--- src/rtl/coin_acceptor.sv ---
// ---------------------------------------------------------------------------
// coin_acceptor
//   Front end of the vending machine. Cleans up the two raw, bouncy slot
//   sensors and turns them into single-cycle coin codes for the vending FSM.
//   Each sensor is synchronised, then debounced for both press and release.
//   A jam (both slots active) is rejected, and so is a coin inserted while
//   en is low. Accepted value is accumulated in half-yuan units and the
//   total saturates at all-ones.
//
// Parameters
//   DB_CYC     consecutive stable cycles required for press and for release
//              debounce (>= 1)
//   CNT_W      width of coin_cnt
//
// Ports
//   clk        system clock, rising edge
//   rstn       synchronous active-low reset
//   en         1 = accept coins, 0 = reject qualified coins
//   slot_half  raw 0.5-yuan sensor (asynchronous, may bounce)
//   slot_one   raw 1-yuan sensor (asynchronous, may bounce)
//   coin       registered one-cycle code: 00 none, 01 = 0.5, 10 = 1.0
//   reject     registered one-cycle pulse: jam, or coin while en = 0
//   coin_cnt   saturating total of accepted value, half-yuan units
//
// State table
//   state    | meaning
//   ---------+---------------------------------------------------------------
//   IDLE     | both slots released and debounced, waiting for a coin
//   DEB      | one slot active, counting stable press cycles in dcnt
//   EMIT     | coin (en = 1) or reject (en = 0) pulse is being driven
//   JAM      | reject pulse for a jam is being driven
//   WAIT_REL | waiting for both slots to read 0
//   REL_DEB  | both slots 0, counting stable release cycles in dcnt
// ---------------------------------------------------------------------------
module coin_acceptor #(
    parameter int DB_CYC = 4,
    parameter int CNT_W  = 8
) (
    input  logic             clk,
    input  logic             rstn,
    input  logic             en,
    input  logic             slot_half,
    input  logic             slot_one,
    output logic [1:0]       coin,
    output logic             reject,
    output logic [CNT_W-1:0] coin_cnt
);

    localparam int DW = (DB_CYC < 2) ? 1 : $clog2(DB_CYC + 1);
    localparam logic [DW-1:0] DB_LIM = DW'(DB_CYC);
    localparam logic [DW-1:0] DCNT_ONE = DW'(1);

    localparam logic [1:0] CODE_NONE = 2'b00;
    localparam logic [1:0] CODE_HALF = 2'b01;
    localparam logic [1:0] CODE_ONE  = 2'b10;

    typedef enum logic [2:0] {
        IDLE     = 3'd0,
        DEB      = 3'd1,
        EMIT     = 3'd2,
        JAM      = 3'd3,
        WAIT_REL = 3'd4,
        REL_DEB  = 3'd5
    } state_t;

    state_t state;
    state_t state_nxt;

    // Two-flop synchronisers; bit 1 is the synchronised value
    logic [1:0] sync_half;
    logic [1:0] sync_one;
    logic       s_half;
    logic       s_one;

    logic [DW-1:0]    dcnt;
    logic [DW-1:0]    dcnt_nxt;
    logic             kind;        // 0 = half-yuan slot latched, 1 = one-yuan slot
    logic             kind_nxt;
    logic [1:0]       coin_nxt;
    logic             reject_nxt;
    logic [CNT_W-1:0] cnt_nxt;
    logic [CNT_W:0]   cnt_sum;
    logic             lat_in;
    logic             oth_in;

    assign s_half = sync_half[1];
    assign s_one  = sync_one[1];

    // Latched slot and the opposite slot, relative to the coin being debounced
    assign lat_in = kind ? s_one  : s_half;
    assign oth_in = kind ? s_half : s_one;

    always_ff @(posedge clk) begin
        if (!rstn) begin
            sync_half <= 2'b00;
            sync_one  <= 2'b00;
        end else begin
            sync_half <= {sync_half[0], slot_half};
            sync_one  <= {sync_one[0],  slot_one};
        end
    end

    // Reset parks the FSM in WAIT_REL so a coin held across reset must be
    // released and re-inserted before it can count.
    always_ff @(posedge clk) begin
        if (!rstn) begin
            state    <= WAIT_REL;
            dcnt     <= '0;
            kind     <= 1'b0;
            coin     <= CODE_NONE;
            reject   <= 1'b0;
            coin_cnt <= '0;
        end else begin
            state    <= state_nxt;
            dcnt     <= dcnt_nxt;
            kind     <= kind_nxt;
            coin     <= coin_nxt;
            reject   <= reject_nxt;
            coin_cnt <= cnt_nxt;
        end
    end

    // Outputs are computed on the transition into EMIT/JAM so the pulse is
    // registered on the state-entry edge; en is sampled on that same edge.
    always_comb begin
        state_nxt  = state;
        dcnt_nxt   = dcnt;
        kind_nxt   = kind;
        coin_nxt   = CODE_NONE;
        reject_nxt = 1'b0;
        cnt_nxt    = coin_cnt;
        cnt_sum    = {1'b0, coin_cnt} + (kind ? (CNT_W+1)'(2) : (CNT_W+1)'(1));

        case (state)
            IDLE: begin
                if (s_half && s_one) begin
                    state_nxt  = JAM;
                    reject_nxt = 1'b1;
                end else if (s_half || s_one) begin
                    kind_nxt  = s_one;
                    dcnt_nxt  = DCNT_ONE;
                    state_nxt = DEB;
                end
            end

            DEB: begin
                // A rising opposite slot wins over a dropping latched slot
                if (oth_in) begin
                    state_nxt  = JAM;
                    reject_nxt = 1'b1;
                end else if (!lat_in) begin
                    state_nxt = IDLE;
                end else if (dcnt == DB_LIM) begin
                    state_nxt = EMIT;
                    if (en) begin
                        coin_nxt = kind ? CODE_ONE : CODE_HALF;
                        cnt_nxt  = cnt_sum[CNT_W] ? {CNT_W{1'b1}} : cnt_sum[CNT_W-1:0];
                    end else begin
                        reject_nxt = 1'b1;
                    end
                end else begin
                    dcnt_nxt = dcnt + DCNT_ONE;
                end
            end

            EMIT: begin
                state_nxt = WAIT_REL;
            end

            JAM: begin
                state_nxt = WAIT_REL;
            end

            WAIT_REL: begin
                if (!s_half && !s_one) begin
                    dcnt_nxt  = DCNT_ONE;
                    state_nxt = REL_DEB;
                end
            end

            REL_DEB: begin
                if (s_half || s_one) begin
                    state_nxt = WAIT_REL;
                end else if (dcnt == DB_LIM) begin
                    state_nxt = IDLE;
                end else begin
                    dcnt_nxt = dcnt + DCNT_ONE;
                end
            end

            default: begin
                state_nxt = WAIT_REL;
            end
        endcase
    end

endmodule
--- config.mk ---
export PLATFORM = sky130hd
export DESIGN_NAME = coin_acceptor
export DESIGN_NICKNAME = d
export VERILOG_FILES = /design/src/rtl/coin_acceptor.sv
export SDC_FILE = /design/constraint.sdc
export NUM_CORES = 1
export LEC_CHECK = 0
export BUFFER_PORTS_ARGS = -buffer_cell sky130_fd_sc_hd__buf_4
export CORE_ASPECT_RATIO = 0.7
export CORE_MARGIN = 5
export CORE_UTILIZATION = 40
export DETAILED_ROUTE_END_ITERATION = 10
export PLACE_DENSITY = 0.62
export RECOVER_POWER = 100
export SKIP_LAST_GASP = 1
export SLEW_MARGIN = 15
export SYNTH_ARGS = -nofsm -noshare
export SYNTH_HDL_FRONTEND = slang
export SYNTH_SLANG_ARGS = --single-unit
--- constraint.sdc ---
create_clock -name clk -period 3.6 [get_ports clk]
set_clock_uncertainty 0.2 [all_clocks]
set_input_delay 0.18 -clock clk [delete_from_list [all_inputs] [get_ports clk]]
set_output_delay 0.18 -clock clk [all_outputs]
set_load 0.05 [all_outputs]
==> impl_summary.txt, run 1 <==
----------------------------------------------------
[Outcome]
  Outcome ... complete, no violations

[Setup path]
  CP max FO ... 7
  List of cells traversed by the critical path ... inv_1 > ha_1 > inv_1 > fa_1 > nor4_1 > nand2_1 > o211ai_1
  Slowest stage delay, CP ... 0.46 ns
  Worst setup EP type ... register
  Worst path slowest cell ... sky130_fd_sc_hd__fa_1
  Type of the setup path with the least slack ... reg -> reg
  Top Family by Delay on Critical Path ... adder cells
  Buffers plus inverters on the worst setup path ... 2
  Startpoint type of the worst setup path ... register
  WP data arrival ... 2.30 ns
  Required time of the critical path ... 3.59 ns
  Crit-path most repeated cell ... sky130_fd_sc_hd__inv_1

[STA]
  Hold Fails Final Rpt ... 0
  Number of slew-limit violations in the final report ... 0
  Measured slew at the worst slew-check pin ... 0.6031 ns
  Setup TNS Final ... 0 ns
  Final setup fails ... 0
  Relative slew slack ... 59.96%
  Hold slack final ... 0.08376 ns
  Min cycle time layout ... 2.309 ns
  Fmax achieved ... 0.4330 GHz
  Final worst path period share ... 64.15%
  Unrepaired setup endpoints after global routing ... no
  Min setup slack post-route ... 1.291 ns

[CTS]
  Total number of H-tree levels ... 1
  CTS tree ... done
  Clock Sinks ... 22
  Worst-path clk slew ... 0.08 ns
  Number of buffers added for setup after CTS ... 0
  Post_cts resized ... 0
  Number of hold buffers added after cts ... 2
  Clock buffers created by TritonCTS ... 3
  Insertion delay to the later sink of the worst-skew pair ... 0.26 ns
  CTS Buffer Depth ... 2
  Cell chosen for the clock root ... sky130_fd_sc_hd__clkbuf_8

[Die]
  Die ar. ... 4416 sq um
  Die width ... 77.32 microns
  FP Rows ... 17
  Count of pins on the block boundary ... 16
  Die Span Y ... 57.12 microns
  Placeable core region ... 3105 sq um
  Initial core utilization ... 40.85%

[Yosys]
  Synthesized instance count ... 148
  Cell taking the most area after synthesis ... sky130_fd_sc_hd__dfxtp_1
  Share of synthesized area occupied by flip-flops and latches ... 34.71%
  Count of unique library cells instantiated by Yosys ... 41
  Number of enable flip-flop cells after synthesis ... 0
  Proportion of synthesized flip-flops having asynchronous set or reset ... 0%
  Top post-synthesis cells by area ... sky130_fd_sc_hd__dfxtp_1, sky130_fd_sc_hd__ha_1, sky130_fd_sc_hd__nand2_1
  Post-Syn Area ... 1269 sq um
  Flip-flop and latch count after synthesis ... 22
  Number of warnings printed during yosys synthesis ... 0
  Area share of the largest cell type after synthesis ... 34.71%
  Post-synthesis average cell area ... 8.572 sq um
  Number of nets in the synthesized netlist ... 161
  Most frequently used flop master after synthesis ... sky130_fd_sc_hd__dfxtp_1

[GRT]
  Global-route wire length before repair ... 4712 microns
  Number of global-route vias before repair ... 981
  Overall Global Routing Usage ... 12.80%
  Initial antenna violation count ... 0
  Grt ovf ... 0
  Largest net degree at the start of global routing ... 33

[Final layout]
  Utilization of the core after routing ... 46.01%
  Final layout net count ... 176
  Most frequent cells in the layout ... sky130_fd_sc_hd__dfxtp_1, sky130_fd_sc_hd__nand2_1, sky130_fd_sc_hd__inv_1
  Reg area ... 440.4 sq um
  Area taken by multi-input logic gates ... 749.5 sq um
  Share of cells above drive strength 1 ... 8.025%
  Final design instance area without fill ... 1429 sq um
  Ant diodes ... 0
  Area grow syn2layout ... 12.62%
  Most common library cell in the layout ignoring fill and taps ... sky130_fd_sc_hd__dfxtp_1
  Filler cell count ... 317

[Route]
  Number of DRC markers in iteration 0 ... 69
  Total via count after detailed routing ... 1117
  Number of nets with antenna violations after detailed routing ... 0
  TritonRoute pass-1 iters ... 4
  Detailed Route WL ... 2867 microns
  Number of remaining DRC errors ... 0
  Per-cell via count in the routed design ... 5.585
  Final routed wire length divided by cell count ... 14.34 microns

[Placed design]
  Post-detailed-placement cell area ... 1400 sq um
  Pre-CTS setup slack ... 1.327 ns
  Detailed-placement wirelength estimate ... 2084 microns
  Last weighted congestion value of the routability-driven placer ... 0.8720
  Count of buffers from port buffering ... 15

[Power]
  Cell area power density ... 338.0 nW/um^2
  Cell leakage power ... 0.5490 nW
  Worst IR Drop VDD ... 0.1914 mV

[Min path]
  HP Class ... in -> reg

[Run]
  Number of max-capacitance violations reported ... 0

----------------------------------------------------
final cells by class:
cell class,instances,share of cell area [%]
clock buffer,4,3.853
inverter,12,3.152
multi-input combinational,107,52.45
sequential,22,30.82
tap,38,3.327
timing repair buffer,17,6.392
metal layers:
| metal | wire, microns | part of all wire (%) | GRT usage, % | vias to the layer above |
|---|---|---|---|---|
| li1 | - | - | - | 565 |
| met1 | 1546 | 54 | 20.46 | 528 |
| met2 | 1197 | 42 | 17.39 | 22 |
| met3 | 115 | 4.0 | 3.312 | 2 |
| met4 | 7 | 0.24 | 1.471 | 0 |
| met5 | 0 | 0 | 0 | - |
cell usage after synthesis (all sizes together) (4+ instances only):
library cell,n
a21oi,6
nor4,5
nand2b,4
and2,5
nand2,15
nand4,4
nor2,8
ha,7
o21ai,4
nand3,9
inv,12
clkbuf,5
dfxtp,22
worst paths after layout:
| path | startpoint | to | slack, ns | cells after the start |
|---|---|---|---|---|
| worst min-delay path | rstn | state[2] | 0.08 | 2 |
| worst max register to register | kind | coin_cnt[0] | 1.29 | 7 |
| worst min register to register | sync_half[0] | sync_half[1] | 0.24 | 1 |
| worst max-delay path | kind | coin_cnt[0] | 1.29 | 7 |
registers in the layout, summed over array words and instances (netlist names):
signal     count
reject         1
sync_half      2
coin_cnt       8
coin           2
kind           1
dcnt           3
sync_one       2
state          3
where the power goes:
group | internal, mW | leakage [nW] | switching [mW]
Sequential | 0.249 | 0.179 | 0.00785
Clock | 0.0976 | 0.0288 | 0.0833
Combinational | 0.0203 | 0.341 | 0.0250
cells by family after synthesis:
kind of cell	Yosys count	share of synthesized area, %
compound gates	25	14.10
fa+ha+maj	8	8.481
flops	22	34.71
mux	4	3.550
simple gates	70	33.33
buf+inv	19	5.818
through the flow:
step	instances	total power, mW
floorplan	148	0.2921
global placement	194	0.3034
detailed placement	194	0.3059
CTS	200	0.4897
global route	200	0.5018
finish	200	0.4830
No activity file was read; power rests on OpenSTA's default activity.
==> run 2: changes to the inputs <==
Settings changed: ABC_AREA from default to 1, PLACE_DENSITY 0.62 to 0.61.
Clock period 3.6 ns to 2.35 ns, I/O delays scaled along.
==> run 2 against run 1 <==
Critical path depth up 1. Worst setup slack got worse by 1.1 ns. Global-route usage rose by 0.72 points. Sequential share of layout area decreased by 2.9 points. Combinational power grew to 8.0 times the previous value. Flip-flop and latch count is the same. Clock power increased by 49%. First-iteration DRC count decreased by 33%. Utilization is 2.7 points higher. Largest cell class unchanged. Largest power group unchanged.
==> impl_summary.txt, run 2 <==
----------------------------------------------------
[Power]
  Portion of total power attributed to sequential cells ... 42.1%
  Switching component of the power ... 0.3882 mW
  Cell internal power dissipation ... 0.7014 mW
  Cell area power density ... 691.7 nW/um^2
  Worst IR Drop VDD ... 0.3421 mV
  Net switching fraction of the power ... 35.63%
  Sum of internal, switching and leakage power ... 1.090 mW
  Cell leakage power ... 0.6966 nW
  Clock power share ... 24.7%
  Combinational share of power ... 33.2%

[GRT]
  Grt ovf ... 0
  Global-route wire length before repair ... 5064 microns
  Overall Global Routing Usage ... 13.52%
  Initial antenna violation count ... 0
  Largest net degree at the start of global routing ... 16
  Number of global-route vias before repair ... 1120

[Die]
  Die ar. ... 4751 sq um
  FP Rows ... 17
  Placeable core region ... 3233 sq um
  Die Span Y ... 59.19 microns
  Die width ... 80.27 microns
  Initial core utilization ... 42.76%
  Count of pins on the block boundary ... 16

[Final layout]
  Filler cell count ... 349
  Finished Layout Cells ... 264
  Largest registers ... coin_cnt: 8 flops, dcnt: 3 flops, state: 3 flops
  Reg area ... 440.4 sq um
  Utilization of the core after routing ... 48.72%
  Final layout net count ... 231
  Most common library cell in the layout ignoring fill and taps ... sky130_fd_sc_hd__nand2_1
  Area grow syn2layout ... 13.94%
  Most frequent cells in the layout ... sky130_fd_sc_hd__nand2_1, sky130_fd_sc_hd__inv_1, sky130_fd_sc_hd__dfxtp_1
  Share of cells above drive strength 1 ... 18.89%
  Area taken by multi-input logic gates ... 780.7 sq um
  Most flop-heavy register ... coin_cnt
  Ant diodes ... 0
  Flip-flop count of the largest register, all copies and words added ... 8

[STA]
  Relative slew slack ... 57.51%
  Min cycle time layout ... 2.135 ns
  Final worst path period share ... 90.86%
  Setup TNS Final ... 0 ns
  Number of slew-limit violations in the final report ... 0
  Hold Fails Final Rpt ... 0
  Unrepaired setup endpoints after global routing ... no
  Fmax achieved ... 0.4683 GHz
  Final setup fails ... 0
  Measured slew at the worst slew-check pin ... 0.6367 ns
  Hold slack final ... 0.2196 ns

[Setup path]
  CP max FO ... 11
  Worst setup EP type ... register
  Required time of the critical path ... 2.28 ns
  WP data arrival ... 2.06 ns
  Type of the setup path with the least slack ... reg -> reg
  Startpoint type of the worst setup path ... register

[Yosys]
  Most frequently used flop master after synthesis ... sky130_fd_sc_hd__dfxtp_1
  Area share of the largest cell type after synthesis ... 31.86%
  Number of warnings printed during yosys synthesis ... 0
  Cell taking the most area after synthesis ... sky130_fd_sc_hd__dfxtp_1
  Most frequent cells after synthesis ... sky130_fd_sc_hd__nand2_1, sky130_fd_sc_hd__inv_1, sky130_fd_sc_hd__dfxtp_1
  Count of unique library cells instantiated by Yosys ... 31
  Proportion of synthesized flip-flops having asynchronous set or reset ... 0%
  Number of nets in the synthesized netlist ... 208
  Post-synthesis average cell area ... 7.090 sq um
  Top post-synthesis cells by area ... sky130_fd_sc_hd__dfxtp_1, sky130_fd_sc_hd__nand2_1, sky130_fd_sc_hd__nand2_2
  Post-Syn Area ... 1383 sq um
  Flip-flop and latch count after synthesis ... 22
  Number of enable flip-flop cells after synthesis ... 0
  Top-count cell post-synth ... sky130_fd_sc_hd__nand2_1
  Synthesized instance count ... 195
  Share of synthesized area occupied by flip-flops and latches ... 31.86%

[CTS]
  Clock Sinks ... 22
  CTS tree ... done
  Insertion delay to the later sink of the worst-skew pair ... 0.26 ns
  Worst-path clk slew ... 0.08 ns
  Total number of H-tree levels ... 1
  Post_cts resized ... 0
  CTS Buffer Depth ... 2
  Number of buffers added for setup after CTS ... 0
  Clock buffers created by TritonCTS ... 3
  Cell chosen for the clock root ... sky130_fd_sc_hd__clkbuf_8

[Route]
  Detailed Route WL ... 2966 microns
  Number of remaining DRC errors ... 0
  Final routed wire length divided by cell count ... 11.23 microns
  Length of routed wiring on met1 ... 1524 microns
  Wire length on met2 ... 1343 microns
  Wire length on met3 ... 85 microns
  Highest routed metal layer ... met4
  TritonRoute pass-1 iters ... 4
  Per-cell via count in the routed design ... 4.693
  Number of DRC markers in iteration 0 ... 46
  Total via count after detailed routing ... 1239
  Number of nets with antenna violations after detailed routing ... 0

[Run]
  Number of max-capacitance violations reported ... 0

[Placed design]
  Count of buffers from port buffering ... 15
  Detailed-placement wirelength estimate ... 2305 microns
  Last weighted congestion value of the routability-driven placer ... 0.8376
  Placed Cells incl. Taps ... 254

[Outcome]
  Outcome ... complete, no violations

[Min path]
  HP Class ... reg -> reg

----------------------------------------------------
## run 2: cell families (layout without fill, tap and decap cells)
family,count (synthesis),in the layout,share of synthesized area [%]
buffers and inverters,32,54,9.772
flip-flops,22,22,31.86
AND/OR/NAND/NOR,112,112,39.91
AO/OA/AOI/OAI,20,20,10.05
adder cells (fa/ha/maj),8,8,7.783
XOR/XNOR,1,1,0.6336
## run 2: area by class of cell
cell class,instances,share of cell area (%)
multi-input combinational,141,49.56
sequential,22,27.96
timing repair buffer,22,8.578
inverter,28,6.672
tap,47,3.733
clock buffer,4,3.495
## run 2: final timing paths
| kind | start | end | slack, ns | depth (start not counted) |
|---|---|---|---|---|
| setup / recovery | dcnt[0] | coin_cnt[0] | 0.21 | 8 |
| hold / removal | sync_half[0] | sync_half[1] | 0.22 | 2 |
| hold reg to reg | sync_half[0] | sync_half[1] | 0.22 | 2 |
| setup reg to reg | dcnt[0] | coin_cnt[0] | 0.21 | 8 |
## run 2: per-stage QoR
stage,area [sq um],setup WS [ns]
global route,1575,0.03796
global placement,1533,0.3447
detailed placement,1533,0.2581
finish,1575,0.2148
CTS,1648,0.2274
floorplan,1383,0.08264
## run 2: what timing repair did
| action | CTS | global route |
|---|---|---|
| hold buffers | 6 | 0 |
| hold endpoints to repair | 8 | 0 |
| setup endpoints to repair | 0 | 0 |
## run 2: power groups by stage
stage          Sequential (mW)  Combinational, mW  Clock [mW]
5_1_grt                  0.465              0.420       0.290
3_5_place_dp             0.467              0.361           0
6_report                 0.459              0.362       0.269
2_1_floorplan            0.459              0.297           0
4_1_cts                  0.459              0.371       0.276
3_3_place_gp             0.465              0.352           0
## run 2: worst max-delay path, cell delays in order, from the launching register on
cell,delay [ns]
sky130_fd_sc_hd__dfxtp_1,0.39
sky130_fd_sc_hd__inv_1,0.06
sky130_fd_sc_hd__ha_1,0.19
sky130_fd_sc_hd__nand2_1,0.17
sky130_fd_sc_hd__nor2_2,0.07
sky130_fd_sc_hd__nand2_1,0.43
sky130_fd_sc_hd__inv_1,0.29
sky130_fd_sc_hd__nand2_1,0.15
sky130_fd_sc_hd__a21oi_2,0.06
## run 2: layer usage
metal  vias up  track usage, %
li1        658               -
met3         2           4.255
met5         -               0
met4         0           1.446
met1       560           18.54
met2        19           21.58
==> run 3: changes to the inputs <==
Settings changed: ABC_AREA 1 to default, PLACE_DENSITY 0.61 to 0.62.
==> run 3 against run 2 <==
Worst hold slack got worse by 0.061 ns. Clock power rose by 4%. Global-route usage fell by 0.39 points. Die area fell by 7.0%. Critical path type unchanged. Via count fell by 9.0%. Clock-buffer cell count did not move. Combinational power fell by 80%. Largest cell class unchanged. Cell area fell by 8.5%. Flip-flop and latch count did not move.
==> impl_summary.txt, run 3 (synthesis results as in run 1) <==
----------------------------------------------------
[CTS]
  Clock Sinks ... 22
  Total number of H-tree levels ... 1
  Number of buffers added for setup after CTS ... 0
  Post_cts resized ... 0
  Clock buffers created by TritonCTS ... 3
  CTS Buffer Depth ... 2
  CTS tree ... done
  Insertion delay to the later sink of the worst-skew pair ... 0.27 ns
  Worst-path clk slew ... 0.08 ns
  Cell chosen for the clock root ... sky130_fd_sc_hd__clkbuf_8

[Setup path]
  Depth of the worst register-to-register path ... 7
  Reg2Reg Setup Slack ... 0.20 ns
  CP max FO ... 6
  Startpoint type of the worst setup path ... register
  Startpoint of the most critical register-to-register path ... kind
  Required time of the critical path ... 2.34 ns
  Worst setup EP type ... register
  WP data arrival ... 2.14 ns
  Type of the setup path with the least slack ... reg -> reg
  Terminus of the critical flop-to-flop path ... coin_cnt[0]

[Power]
  Cell area power density ... 514.6 nW/um^2
  Sum of internal, switching and leakage power ... 0.7418 mW
  Cell leakage power ... 0.5634 nW
  Worst IR Drop VDD ... 0.3005 mV

[STA]
  Final setup fails ... 0
  Number of slew-limit violations in the final report ... 0
  Fmax achieved ... 0.4651 GHz
  Setup TNS Final ... 0 ns
  Measured slew at the worst slew-check pin ... 0.6027 ns
  Min cycle time layout ... 2.150 ns
  Unrepaired setup endpoints after global routing ... no
  Relative slew slack ... 59.99%
  Final worst path period share ... 91.50%
  Hold Fails Final Rpt ... 0

[GRT]
  Number of global-route vias before repair ... 1029
  Largest net degree at the start of global routing ... 33
  Grt ovf ... 0
  Initial antenna violation count ... 0
  Global-route wire length before repair ... 4761 microns
  Overall Global Routing Usage ... 13.14%

[Final layout]
  Final layout net count ... 179
  Ant diodes ... 0
  Most common library cell in the layout ignoring fill and taps ... sky130_fd_sc_hd__dfxtp_1
  Area grow syn2layout ... 13.61%
  Most flop-heavy register ... coin_cnt
  Utilization of the core after routing ... 46.41%
  Reg area ... 440.4 sq um
  Largest registers ... coin_cnt: 8 flops, dcnt: 3 flops, state: 3 flops
  Area taken by multi-input logic gates ... 737.0 sq um
  Finished Layout Cells ... 203
  Share of cells above drive strength 1 ... 7.879%
  Most frequent cells in the layout ... sky130_fd_sc_hd__dfxtp_1, sky130_fd_sc_hd__nand2_1, sky130_fd_sc_hd__inv_1
  Filler cell count ... 311
  Flip-flop count of the largest register, all copies and words added ... 8

[Placed design]
  Placed Cells incl. Taps ... 196
  Last weighted congestion value of the routability-driven placer ... 0.8398
  Count of buffers from port buffering ... 15
  Detailed-placement wirelength estimate ... 2120 microns

[Route]
  TritonRoute pass-1 iters ... 4
  Number of nets with antenna violations after detailed routing ... 0
  Number of remaining DRC errors ... 0
  Final routed wire length divided by cell count ... 13.89 microns
  Per-cell via count in the routed design ... 5.557
  Detailed Route WL ... 2820 microns
  Total via count after detailed routing ... 1128
  Number of DRC markers in iteration 0 ... 72

[Die]
  Die Span Y ... 57.12 microns
  Die ar. ... 4416 sq um
  FP Rows ... 17
  Initial core utilization ... 40.85%
  Count of pins on the block boundary ... 16
  Die width ... 77.32 microns
  Placeable core region ... 3105 sq um

[Outcome]
  Outcome ... complete, no violations

[Min path]
  Launch instance of the worst min-delay path ... en
  Destination of the worst hold path ... coin_cnt[5]
  Hold Path Cell Cnt ... 4
  HP Class ... in -> reg

[Run]
  Number of max-capacitance violations reported ... 0

----------------------------------------------------
## run 3: stage by stage
step                hold WS [ns]  worst slack (ns)  cell area (sq um)
detailed placement        0.1349            0.2210               1415
floorplan                0.04479           0.02705               1269
finish                    0.1589            0.1997               1441
global placement          0.1268            0.2754               1415
CTS                      0.08604            0.1968               1500
global route              0.1808           0.06360               1441
## run 3: worst max-delay path: stages, from the launching register on
cell                       delay [ns]
sky130_fd_sc_hd__dfxtp_1         0.32
sky130_fd_sc_hd__inv_1           0.13
sky130_fd_sc_hd__ha_1            0.18
sky130_fd_sc_hd__inv_1           0.05
sky130_fd_sc_hd__fa_1            0.46
sky130_fd_sc_hd__nor4_1          0.37
sky130_fd_sc_hd__nand2_1         0.23
sky130_fd_sc_hd__o211ai_1        0.14
## run 3: worst max path at each step
| stage | startpoint | endpoint | cells past startpoint |
|---|---|---|---|
| 2_1_floorplan | coin_cnt[0] | coin_cnt[4] | 6 |
| 3_3_place_gp | kind | coin_cnt[4] | 7 |
| 3_5_place_dp | kind | coin_cnt[4] | 7 |
| 4_1_cts | kind | coin_cnt[4] | 7 |
| 5_1_grt | state[0] | coin_cnt[4] | 4 |
| 6_report | kind | coin_cnt[0] | 7 |
## run 3: area by class of cell
type | count | share of cell area (%)
Multi-Input combinational cell | 107 | 51.13
Tap cell | 38 | 3.299
Sequential cell | 22 | 30.56
Inverter | 12 | 3.125
Timing Repair Buffer | 20 | 8.073
Clock buffer | 4 | 3.819
## run 3: report_power, final
group / switching, mW / leakage, nW / internal [mW] / total (mW)
Combinational: 0.0380 / 0.356 / 0.0332 / 0.0712
Clock: 0.129 / 0.0288 / 0.150 / 0.279
Sequential: 0.0105 / 0.179 / 0.381 / 0.392
Total: 0.178 / 0.563 / 0.564 / 0.742
## run 3: layer usage
metal	track usage, %	wire [microns]
met1	19.31	1442
met2	18.47	1213
met3	4.732	150
met4	2.451	13
met5	0	0
## run 3: repair_timing
item	CTS	global route
endpoints found under the setup margin	0	0
hold endpoints to repair	3	0
hold buffers	3	0
